===== src/rtl/fetch_pkg.sv =====
// fetch_pkg: types and constants shared by the instruction-fetch sequencer.
//   fetch_state_e : sequencer state encoding (IDLE, RUN, HALTED)
//   PC_W_DEF      : default program counter width
//   ADDR_W_DEF    : default InstROM address width
//   PC_MAX        : last PC value for the default width; stepping past it halts
package fetch_pkg;

    typedef enum logic [1:0] {
        IDLE   = 2'd0,
        RUN    = 2'd1,
        HALTED = 2'd2
    } fetch_state_e;

    localparam int PC_W_DEF   = 8;
    localparam int ADDR_W_DEF = 9;

    localparam logic [PC_W_DEF-1:0] PC_MAX = '1;

endpackage


===== src/rtl/sat_counter.sv =====
// sat_counter: up-counter that sticks at its all-ones value.
//   clk   : system clock, rising edge
//   rst_n : asynchronous active-low reset, clears the count
//   clr_i : synchronous clear, wins over en_i
//   en_i  : count one event this cycle
//   cnt_o : current count
module sat_counter #(
    parameter int CNT_W = 16
) (
    input  logic             clk,
    input  logic             rst_n,
    input  logic             clr_i,
    input  logic             en_i,
    output logic [CNT_W-1:0] cnt_o
);

    logic [CNT_W-1:0] cnt_q;

    always_ff @(posedge clk or negedge rst_n) begin
        if (!rst_n) begin
            cnt_q <= '0;
        end else if (clr_i) begin
            cnt_q <= '0;
        end else if (en_i && (cnt_q != {CNT_W{1'b1}})) begin
            cnt_q <= cnt_q + CNT_W'(1'b1);
        end
    end

    assign cnt_o = cnt_q;

endmodule


===== src/rtl/fetch_sequencer.sv =====
// fetch_sequencer: owns the program counter of the fetch stage and decides
// each cycle whether it increments, branches, stalls or halts.
//   clk           : system clock, rising edge
//   reset         : asynchronous active-low reset
//   start         : begin execution from START_ADDR (ignored while running)
//   stall         : datapath busy, hold PC and count
//   branch_taken  : redirect to branch_target
//   branch_target : absolute branch destination
//   halt_req      : current instruction is HALT
//   pc            : current program counter
//   inst_addr     : pc zero-extended for InstROM
//   fetch_valid   : pc holds a live instruction (state RUN)
//   done          : sequencer halted
//   overflow      : halted because sequential fetch ran off the top of PC space
//   instr_count   : retired instructions, saturating
//
// state  | meaning
// IDLE   | out of reset, waiting for start
// RUN    | fetching, one instruction retires per non-stalled cycle
// HALTED | stopped by HALT or PC overflow, waiting for start
module fetch_sequencer
    import fetch_pkg::*;
#(
    parameter int                 PC_W       = PC_W_DEF,
    parameter int                 ADDR_W     = ADDR_W_DEF,
    parameter logic [PC_W-1:0]    START_ADDR = '0,
    parameter int                 CNT_W      = 16
) (
    input  logic              clk,
    input  logic              reset,
    input  logic              start,
    input  logic              stall,
    input  logic              branch_taken,
    input  logic [PC_W-1:0]   branch_target,
    input  logic              halt_req,
    output logic [PC_W-1:0]   pc,
    output logic [ADDR_W-1:0] inst_addr,
    output logic              fetch_valid,
    output logic              done,
    output logic              overflow,
    output logic [CNT_W-1:0]  instr_count
);

    localparam logic [PC_W-1:0] PC_LAST = {PC_W{1'b1}};

    fetch_state_e    state_q, state_d;
    logic [PC_W-1:0] pc_q, pc_d;
    logic            ovf_q, ovf_d;
    logic            cnt_en, cnt_clr;

    always_ff @(posedge clk or negedge reset) begin
        if (!reset) begin
            state_q <= IDLE;
            pc_q    <= START_ADDR;
            ovf_q   <= 1'b0;
        end else begin
            state_q <= state_d;
            pc_q    <= pc_d;
            ovf_q   <= ovf_d;
        end
    end

    always_comb begin
        state_d = state_q;
        pc_d    = pc_q;
        ovf_d   = ovf_q;
        cnt_en  = 1'b0;
        cnt_clr = 1'b0;
        unique case (state_q)
            IDLE: begin
                if (start) begin
                    state_d = RUN;
                    pc_d    = START_ADDR;
                    cnt_clr = 1'b1;
                end
            end
            RUN: begin
                // HALT retires even when the datapath is stalled.
                if (halt_req) begin
                    cnt_en  = 1'b1;
                    state_d = HALTED;
                end else if (stall) begin
                    pc_d = pc_q;
                end else if (branch_taken) begin
                    pc_d   = branch_target;
                    cnt_en = 1'b1;
                end else if (pc_q == PC_LAST) begin
                    // Falling off the end of PC space retires the last
                    // instruction and stops rather than wrapping to zero.
                    cnt_en  = 1'b1;
                    ovf_d   = 1'b1;
                    state_d = HALTED;
                end else begin
                    pc_d   = pc_q + PC_W'(1'b1);
                    cnt_en = 1'b1;
                end
            end
            HALTED: begin
                if (start) begin
                    state_d = RUN;
                    pc_d    = START_ADDR;
                    ovf_d   = 1'b0;
                    cnt_clr = 1'b1;
                end
            end
            default: begin
                state_d = IDLE;
            end
        endcase
    end

    sat_counter #(
        .CNT_W (CNT_W)
    ) u_instr_cnt (
        .clk   (clk),
        .rst_n (reset),
        .clr_i (cnt_clr),
        .en_i  (cnt_en),
        .cnt_o (instr_count)
    );

    assign pc          = pc_q;
    assign inst_addr   = {{(ADDR_W-PC_W){1'b0}}, pc_q};
    assign fetch_valid = (state_q == RUN);
    assign done        = (state_q == HALTED);
    assign overflow    = ovf_q;

endmodule


===== config.mk =====
export PLATFORM = sky130hd
export DESIGN_NAME = fetch_sequencer
export DESIGN_NICKNAME = d
export VERILOG_FILES = /design/src/rtl/fetch_pkg.sv /design/src/rtl/sat_counter.sv /design/src/rtl/fetch_sequencer.sv
export SDC_FILE = /design/constraint.sdc
export NUM_CORES = 1
export LEC_CHECK = 0
export ABC_AREA = 1
export CAP_MARGIN = 20
export CORE_ASPECT_RATIO = 0.9
export CORE_UTILIZATION = 50
export CTS_BUF_LIST = sky130_fd_sc_hd__clkbuf_4
export DETAILED_ROUTE_END_ITERATION = 12
export PLACE_DENSITY = 0.82
export SYNTH_ARGS = -nofsm -noshare
export SYNTH_HDL_FRONTEND = slang
export SYNTH_HIERARCHICAL = 1
export SYNTH_SLANG_ARGS = --single-unit

===== constraint.sdc =====
create_clock -name clk -period 4.2 [get_ports clk]
set_input_delay 0.42 -clock clk [delete_from_list [all_inputs] [get_ports clk]]
set_output_delay 0.42 -clock clk [all_outputs]
set_load 0.005 [all_outputs]

==> results.sh <==
export IMPL_met1_usage_pct=34.95
export IMPL_gp_congestion=0.8321
export IMPL_hold_viol=0
export IMPL_insertion_delay_ps=330
export IMPL_worst_pin_slew_ps=888.2
export IMPL_cts_setup_buffers=0
export IMPL_fillCellCount=326
export IMPL_grt_use_total_pct=22.51
export IMPL_vias_per_cell=5.090
export IMPL_fin_area_um2=2375
export IMPL_start_util_pct=54.43
export IMPL_end_kind="flip-flop"
export IMPL_globalRouteMet2Util_pct=32.00
export IMPL_die_w_um=67.33
export IMPL_top_usage_layer="met1"
export IMPL_synth_area_um2=1921
export IMPL_seq_area_um2=675.6
export IMPL_maxSlewViolCount=0
export IMPL_grt_pass1_vias=1502
export IMPL_crit_required_ps=4470
export IMPL_multiInputGateArea_um2=1028
export IMPL_slowest_delay_ps=690
export IMPL_ant_nets=0
export IMPL_fin_crit_ps=2070
export IMPL_die_h_um=60.80
export IMPL_cts_root_buf="clkbuf_4"
export IMPL_cts_resized=0
export IMPL_synth_nets=287
export IMPL_drt_wl_total_mm=4.236
export IMPL_timing_setup_tns_ps=0
export IMPL_ys_seq_area_share_pct=35.18
export IMPL_antenna_found_initial=0
export IMPL_cp_arrival_ps=2350
export IMPL_rsz0062_at_grt="false"
export IMPL_status="complete, no violations"
export IMPL_drive_gt1_share_pct=11.29
export IMPL_slowest_stage="nor2_1"
export IMPL_cts_path_max_buffers=2
export IMPL_start_kind="input port"
export IMPL_core_area_um2=3528
export IMPL_path_cells="clkdlybuf4s50_1 -> inv_1 -> a21oi_1 -> inv_1 -> nor2_1 -> nand4_1 -> nand2_1"
export IMPL_grt_pass1_wl_mm=6.948
export IMPL_synth_area_leaders="dfrtp_1 (35%), nand2_1 (18%), nand3_1 (5.5%)"
export IMPL_synth_cell_types=33
export IMPL_clock_skew_ps=5.249
export IMPL_die_area_um2=4093
export IMPL_dpl_instance_area_um2=2347
export IMPL_fmax_mhz=483.0
export IMPL_ir_drop_uv=231.4
export IMPL_period_share_pct=49.30
export IMPL_ys_ff_latch=27
export IMPL_synth_area_per_cell_um2=7.087
export IMPL_drt_wirelength_per_cell_um=11.97
export IMPL_power_density_nw_per_um2=379.7
export IMPL_diodes=0
export IMPL_dr_pass1_iters=4
export IMPL_dp_hpwl_mm=3.239
export IMPL_power_leakage_nw=1.098
export IMPL_final_common_cell="nand2_1"
export IMPL_vias=1802
export IMPL_nets=327
export IMPL_drc=0
export IMPL_cts_tree="yes"
export IMPL_yosysTopAreaCell="dfrtp_1"
export IMPL_worstPathMaxFanout=13
export IMPL_crit_type="in2reg"
export IMPL_postSynthCellCount=271
export IMPL_hold_path_class="in2async"
export IMPL_finalSetupViolCount=0
export IMPL_area_growth_pct=23.65
export IMPL_yosys_warnings=6
export IMPL_cts_clk_slew_worst_paths_ps=150
export IMPL_maxCapViolations=0
export IMPL_grt_start_max_net_pins=17
export IMPL_holdBufCountCts=0
export IMPL_ctsHtreeMaxLevel=1
export IMPL_ioPinCount=50
export IMPL_port_buffers=48
export IMPL_crit_path_frequent_cell="inv_1"
export IMPL_num_rows=20
export IMPL_synth_top_area_share_pct=35.18
export IMPL_numCtsBuffers=3
export IMPL_final_cell_mix="nand2_1 (92), clkdlybuf4s50_1 (48), nor2_1 (27), dfrtp_1 (27), inv_1 (22)"
export IMPL_clock_sinks=27
export IMPL_first_iter_violations=110
export IMPL_slew_headroom_pct=40.57
export IMPL_grt_ovfl_total=0
export IMPL_met3_usage_pct=3.947
path summary, 6_finish.rpt:
kind | depth (start not counted) | to | slack, ps | from
max in group asynchronous | 2 | pc[3]$_DFFE_PN0P_ | 3070 | reset
max reg2reg | 7 | u_instr_cnt/cnt_o[7]$_DFFE_PN0P_ | 2130 | state_q[1]$_DFFE_PN0P_
min | 1 | u_instr_cnt/cnt_o[12]$_DFFE_PN0P_ | 490 | reset
max | 7 | u_instr_cnt/cnt_o[7]$_DFFE_PN0P_ | 2130 | halt_req
min in group clk | 2 | overflow$_DFFE_PN0P_ | 530 | overflow$_DFFE_PN0P_
min reg2reg | 2 | overflow$_DFFE_PN0P_ | 530 | overflow$_DFFE_PN0P_
layout make-up:
type,count,share of cell area (%)
inverters,26,4.215
flip-flops and latches,27,28.45
repair buffers,49,20.55
clock buffers,3,0.9484
multi-input cells,204,43.31
well taps,44,2.318
clock inverters,1,0.2107
sequential cells by signal, indices dropped and copies added (netlist names):
name               count
pc                     8
u_instr_cnt/cnt_o     16
overflow               1
state_q                2
metrics by stage:
| stage | util (%) | hold slack (ps) | power (mW) | worst slack (ps) | cells |
|---|---|---|---|---|---|
| 6_report | 67.31 | 494.3 | 0.9017 | 2130 | 354 |
| 5_1_grt | 67.31 | 535.1 | 0.9695 | 1904 | 354 |
| 2_1_floorplan | - | 124.4 | 0.6381 | 2709 | 271 |
| 3_3_place_gp | 66.52 | 516.8 | 0.7848 | 1867 | 350 |
| 4_1_cts | 67.31 | 506.4 | 0.9085 | 2168 | 354 |
| 3_5_place_dp | 66.52 | 514.2 | 0.7912 | 1804 | 350 |
cells by family after synthesis:
logic type	share of synthesized area, %
AO/OA/AOI/OAI	8.013
XOR/XNOR	2.281
adder cells (fa/ha/maj)	1.303
buffers and inverters	11.27
flip-flops	35.18
other	0.1953
AND/OR/NAND/NOR	41.76
cell usage after synthesis, drive strengths merged:
cell,count
nand2,105
nor2,33
dfrtp,27
inv,26
nand3,21
buf,14
nand4,11
o21ai,10
a21oi,5
o21bai,4
nor3,3
xor2,3
ha,2
o211ai,2
xnor2,2
a22oi,1
conb,1
or2,1
worst max-delay path, delay by kind of cell:
kind	cells	cell delay, ps
AOI/OAI and AO/OA	1	290
buffers and inverters	3	610
and+or+nand+nor	3	1010
power by group:
part | switching (mW) | total (mW) | internal (mW)
clock | 0.0799 | 0.116 | 0.0358
combinational | 0.193 | 0.403 | 0.209
sequential | 0.0775 | 0.383 | 0.306
per-layer routing:
metal  share of wire, %  vias up
li1                   -      932
met2                 41       70
met1                 51      798
met4               0.64        0
met3                7.1        2
met5                  0        -
Power figures use the tool's default switching activity.
==> variant 1: new RTL, same flow settings <==
Register the output `instr_count`, cleared by the reset; this adds one clock of latency there. The other outputs are not delayed to match.
--- a/src/rtl/fetch_sequencer.sv
+++ b/src/rtl/fetch_sequencer.sv
@@ -43,4 +43,6 @@
 
     localparam logic [PC_W-1:0] PC_LAST = {PC_W{1'b1}};
+
+    logic [CNT_W-1:0] instr_count_d;
 
     fetch_state_e    state_q, state_d;
@@ -117,5 +119,5 @@
         .clr_i (cnt_clr),
         .en_i  (cnt_en),
-        .cnt_o (instr_count)
+        .cnt_o (instr_count_d)
     );
 
@@ -126,4 +128,12 @@
     assign overflow    = ovf_q;
 
+    always_ff @(posedge clk or negedge reset) begin
+        if (!reset) begin
+            instr_count <= '0;
+        end else begin
+            instr_count <= instr_count_d;
+        end
+    end
+
 endmodule
 
Check against the original RTL: not equivalent (Yosys sat finds a counterexample within 4 cycles, from zero or initial values and one cycle with reset low).
==> variant 1 against the original RTL <==
Via count increased by 14%. Final area increased by 17%. Total power increased by 27%. Global-route usage decreased by 0.30 points. Sequential cell count increased by 16. Largest cell class is now registers. Critical endpoint is now u_instr_cnt/cnt_o[8]$_DFFE_PN0P_. Area after synthesis increased by 20%. Setup slack got worse by 56 ps. Highest routed layer unchanged. Routed wire length increased by 17%.
==> variant 1: results (changes against the original RTL) <==
clock slew at reported path FFs 130 ps (-20 ps); initial antenna violation count 0 (unchanged); Worst Skew 15.0 ps (+9.78 ps); GR met3 Demand/Resource 0.0457 (+0.00626); Tmin final 2130 ps (+55.5 ps); Hold Path Class in -> async; number of global-route vias before repair 1899 (+26%); ant diodes 0 (unchanged); top cells by area, synth dfrtp_1 (47%), nand2_1 (17%), nand3_1 (5.0%); postcts setup bufs 0 (unchanged); Clock Latency Late Sink 360 ps (+30 ps); post-synthesis xor/xnor area fraction 0.0191 (-0.00374); Crit Path Max Fanout 13 (unchanged); Post-synth ARST share 1.00 (unchanged); mux contribution to synthesized area 0 (unchanged); Fin Setup TNS 0 ps (unchanged); final wirelength 4.94 mm (+17%); GR Layer Usage met2 0.350 (+0.0298); worst reg-to-reg path cell count 8 (+1); fin nets 352 (+7.6%); relative slew slack 0.369 (-0.0369); Synth cell types 31 (-6.1%); GR Util met1 0.300 (-0.0498); cts bufs inserted 5 (+2); FF-to-FF setup slack 2070 ps (-60 ps); gr usage total 0.222 (-0.00296); HPWL after DPL 3.56 mm (+9.9%); maximum buffer depth of the clock tree 2 (unchanged); CP Data Arrival Time 2430 ps (+80 ps); Vias/cell 5.16 (+1.3%); maximum number of pins on one net before global-route repair 44 (+27); first-pass GRT wire length 8.28 mm (+19%); Placer Congestion 0.848 (+1.9%); CTS Root Cell clkbuf_4; compound-cell area share of the yosys netlist 0.0588 (-0.0213); peak supply drop 0.241 mV (+4.0%); PortBufs 48 (unchanged); syn_nets 311 (+8.4%); CP max stage cell nor2_1; post-synthesis adder-cell area fraction 0.0109 (-0.00214); register area share after synthesis 0.468 (+0.117); outcome completed; 1st-iter DRT viols 174 (+58%); CP peak stage delay 710 ps (+20 ps); H-tree levels 2 (+1); dpl ws 1780 ps (-26.9 ps); Lkg Pwr 1.33 nW (+21%); DR pass1 iterations 4 (unchanged); number of synthesis warnings 6 (unchanged); Synth top cells by count nand2_1 (105), dfrtp_1 (43), nor2_1 (30); layout cell share with drive strength beyond 1 0.0772 (-0.0358); ys flop type dfrtp_1
-- variant 1: changes by cell type after synthesis, moves of 3 or more --
cell     unedited run  this run
nor2_1             27        30
nand2_1            92       105
nand2_2            11         3
dfrtp_1            27        43
inv_1              22        25
-- variant 1: cell type report --
type / instances / area, um2
fill: 412 / 1640
sequential: 43 / 1080
multi-input combinational: 210 / 1000
timing repair buffer: 48 / 475
inverter: 28 / 108
tap: 62 / 77.6
clock buffer: 5 / 37.5
clock inverter: 3 / 15.0
-- variant 1: final timing paths --
path                                                        start                                end
worst max register to register   u_instr_cnt/cnt_o[0]$_DFFE_PN0P_   u_instr_cnt/cnt_o[8]$_DFFE_PN0P_
worst min-delay path                                        reset   u_instr_cnt/cnt_o[4]$_DFFE_PN0P_
worst max-delay path             u_instr_cnt/cnt_o[0]$_DFFE_PN0P_   u_instr_cnt/cnt_o[8]$_DFFE_PN0P_
max in group asynchronous                                   reset  u_instr_cnt/cnt_o[12]$_DFFE_PN0P_
worst min register to register  u_instr_cnt/cnt_o[15]$_DFFE_PN0P_          instr_count[15]$_DFF_PN0_
min in group clk                u_instr_cnt/cnt_o[15]$_DFFE_PN0P_          instr_count[15]$_DFF_PN0_
-- variant 1: where the power goes --
group          switching [mW]  total, mW  internal [mW]
Combinational           0.232      0.421          0.189
Clock                   0.132      0.194         0.0624
Sequential             0.0666      0.531          0.464
-- variant 1: cells by family after synthesis --
logic type      count (synthesis)
fa+ha+maj                       2
buf+inv                        42
compound gates                 21
xor+xnor                        5
other cells                     1
flops                          43
simple gates                  181
-- variant 1: routing by layer --
| metal | vias to the layer above | share of wire |
|---|---|---|
| met3 | 9 | 0.044 |
| met5 | - | 0 |
| met2 | 53 | 0.46 |
| li1 | 1007 | - |
| met4 | 0 | 0.012 |
| met1 | 989 | 0.48 |
-- variant 1: worst max-delay path, delay by kind of cell (launching register included) --
family,cells,cell delay [ps]
AND/OR/NAND/NOR,7,1380
adder cells (fa/ha/maj),1,230
flip-flops,1,440
-- variant 1: metrics by stage --
step                hold WS, ps  instances  area, um2
floorplan                   124        295       2300
global placement            427        391       2740
detailed placement          426        391       2740
CTS                         194        399       2790
global route                260        399       2790
finish                      179        399       2790
==> variant 2: new RTL, same flow settings <==
Made on the original files. `CNT_W` is set to 16 in 2 places; all go to 32.
--- a/src/rtl/sat_counter.sv
+++ b/src/rtl/sat_counter.sv
@@ -6,5 +6,5 @@
 //   cnt_o : current count
 module sat_counter #(
-    parameter int CNT_W = 16
+    parameter int CNT_W = 32
 ) (
     input  logic             clk,
--- a/src/rtl/fetch_sequencer.sv
+++ b/src/rtl/fetch_sequencer.sv
@@ -25,5 +25,5 @@
     parameter int                 ADDR_W     = ADDR_W_DEF,
     parameter logic [PC_W-1:0]    START_ADDR = '0,
-    parameter int                 CNT_W      = 16
+    parameter int                 CNT_W      = 32
 ) (
     input  logic              clk,
Ports: changed (resized instr_count); port bits go from 50 to 66. No check against the original RTL was run, so the function may have changed too.
==> variant 2 against the original RTL <==
Sequential power up 52%. Area after synthesis up 63%. Combinational power is 33% higher. Sequential cell count up 16. Clock skew rose by 0.76 ps. Final area rose by 60%. Global-route usage increased by 3.3 points. Total power grew 48%. Setup slack got worse by 580 ps. First-iteration DRC count is 130% higher. Routed wire length up 92%. Highest routed layer unchanged.
==> variant 2: results (changes against the original RTL) <==
Synth cell types 35 (+6.1%); Worst Hold Margin 27.3 ps (-467 ps); compound-cell area share of the yosys netlist 0.0624 (-0.0177); peak supply drop 0.204 mV (-12%); dpl ws 1270 ps (-534 ps); post-synthesis adder-cell area fraction 0.00800 (-0.00503); CP max stage cell inv_1; worst reg-to-reg path cell count 8 (+1); number of global-route vias before repair 2902 (+93%); Crit Path Max Fanout 24 (+11); DRT met1 WL 3.67 mm (+70%); layout cell share with drive strength beyond 1 0.0911 (-0.0218); maximum number of pins on one net before global-route repair 44 (+27); fin nets 542 (+66%); multi-input logic portion of the cell area 0.458 (+0.0247); Pint 0.814 mW (+48%); Lkg Pwr 1.73 nW (+57%); HPWL after DPL 5.85 mm (+81%); Signal inverters 44 (+69%); PortBufs 64 (+33%); gr usage total 0.258 (+0.0332); Synth top cells by count nand2_1 (172), nor2_1 (65), dfrtp_1 (43), nand3_1 (43), inv_1 (40); Comb power frac 0.402 (-0.045); GR Util met1 0.349 (-0.000907); crit share post-route 0.631 (+0.138); Clock Latency Late Sink 350 ps (+20 ps); fillers 543 (+67%); dominant delay contributor by cell family on the critical path buffers and inverters; area grow syn2layout 21.3%; placed inst area 3700 um2 (+58%); 1st-iter DRT viols 253 (+130%); number of clock sinks 43 (+59%); cts bufs inserted 5 (+2); CP peak stage delay 550 ps (-140 ps); Worst Skew 6.01 ps (+0.763 ps); Post-Place Cells 587 (+68%); Pwr top sequential cells; Buffers, non-clock 66 (+35%); H-tree levels 2 (+1); FF-to-FF setup slack 1550 ps (-580 ps); post-synthesis xor/xnor area fraction 0.0252 (+0.00241); top cells by area, synth dfrtp_1 (34%), nand2_1 (21%), nor2_1 (7.8%); number of clock buffers in the layout 7 (+4); outcome completed
-- variant 2: changes by cell type after synthesis, sizes merged, moves of 2 or more --
cell	unedited run	this run
nor2	33	76
o21ai	10	19
nand3	21	43
buf	14	17
nand2	105	188
a21oi	5	8
clkbuf	0	2
dfrtp	27	43
xnor2	2	4
xor2	3	5
inv	26	44
o21bai	4	2
-- variant 2: final timing paths --
kind                                         from                           endpoint
min in group clk             overflow$_DFFE_PN0P_               overflow$_DFFE_PN0P_
max reg2reg                state_q[0]$_DFFE_PN0P_  u_instr_cnt/cnt_o[26]$_DFFE_PN0P_
min                                         reset                  pc[6]$_DFFE_PN0P_
max in group asynchronous                   reset  u_instr_cnt/cnt_o[31]$_DFFE_PN0P_
max                        state_q[0]$_DFFE_PN0P_  u_instr_cnt/cnt_o[26]$_DFFE_PN0P_
min reg2reg                  overflow$_DFFE_PN0P_               overflow$_DFFE_PN0P_
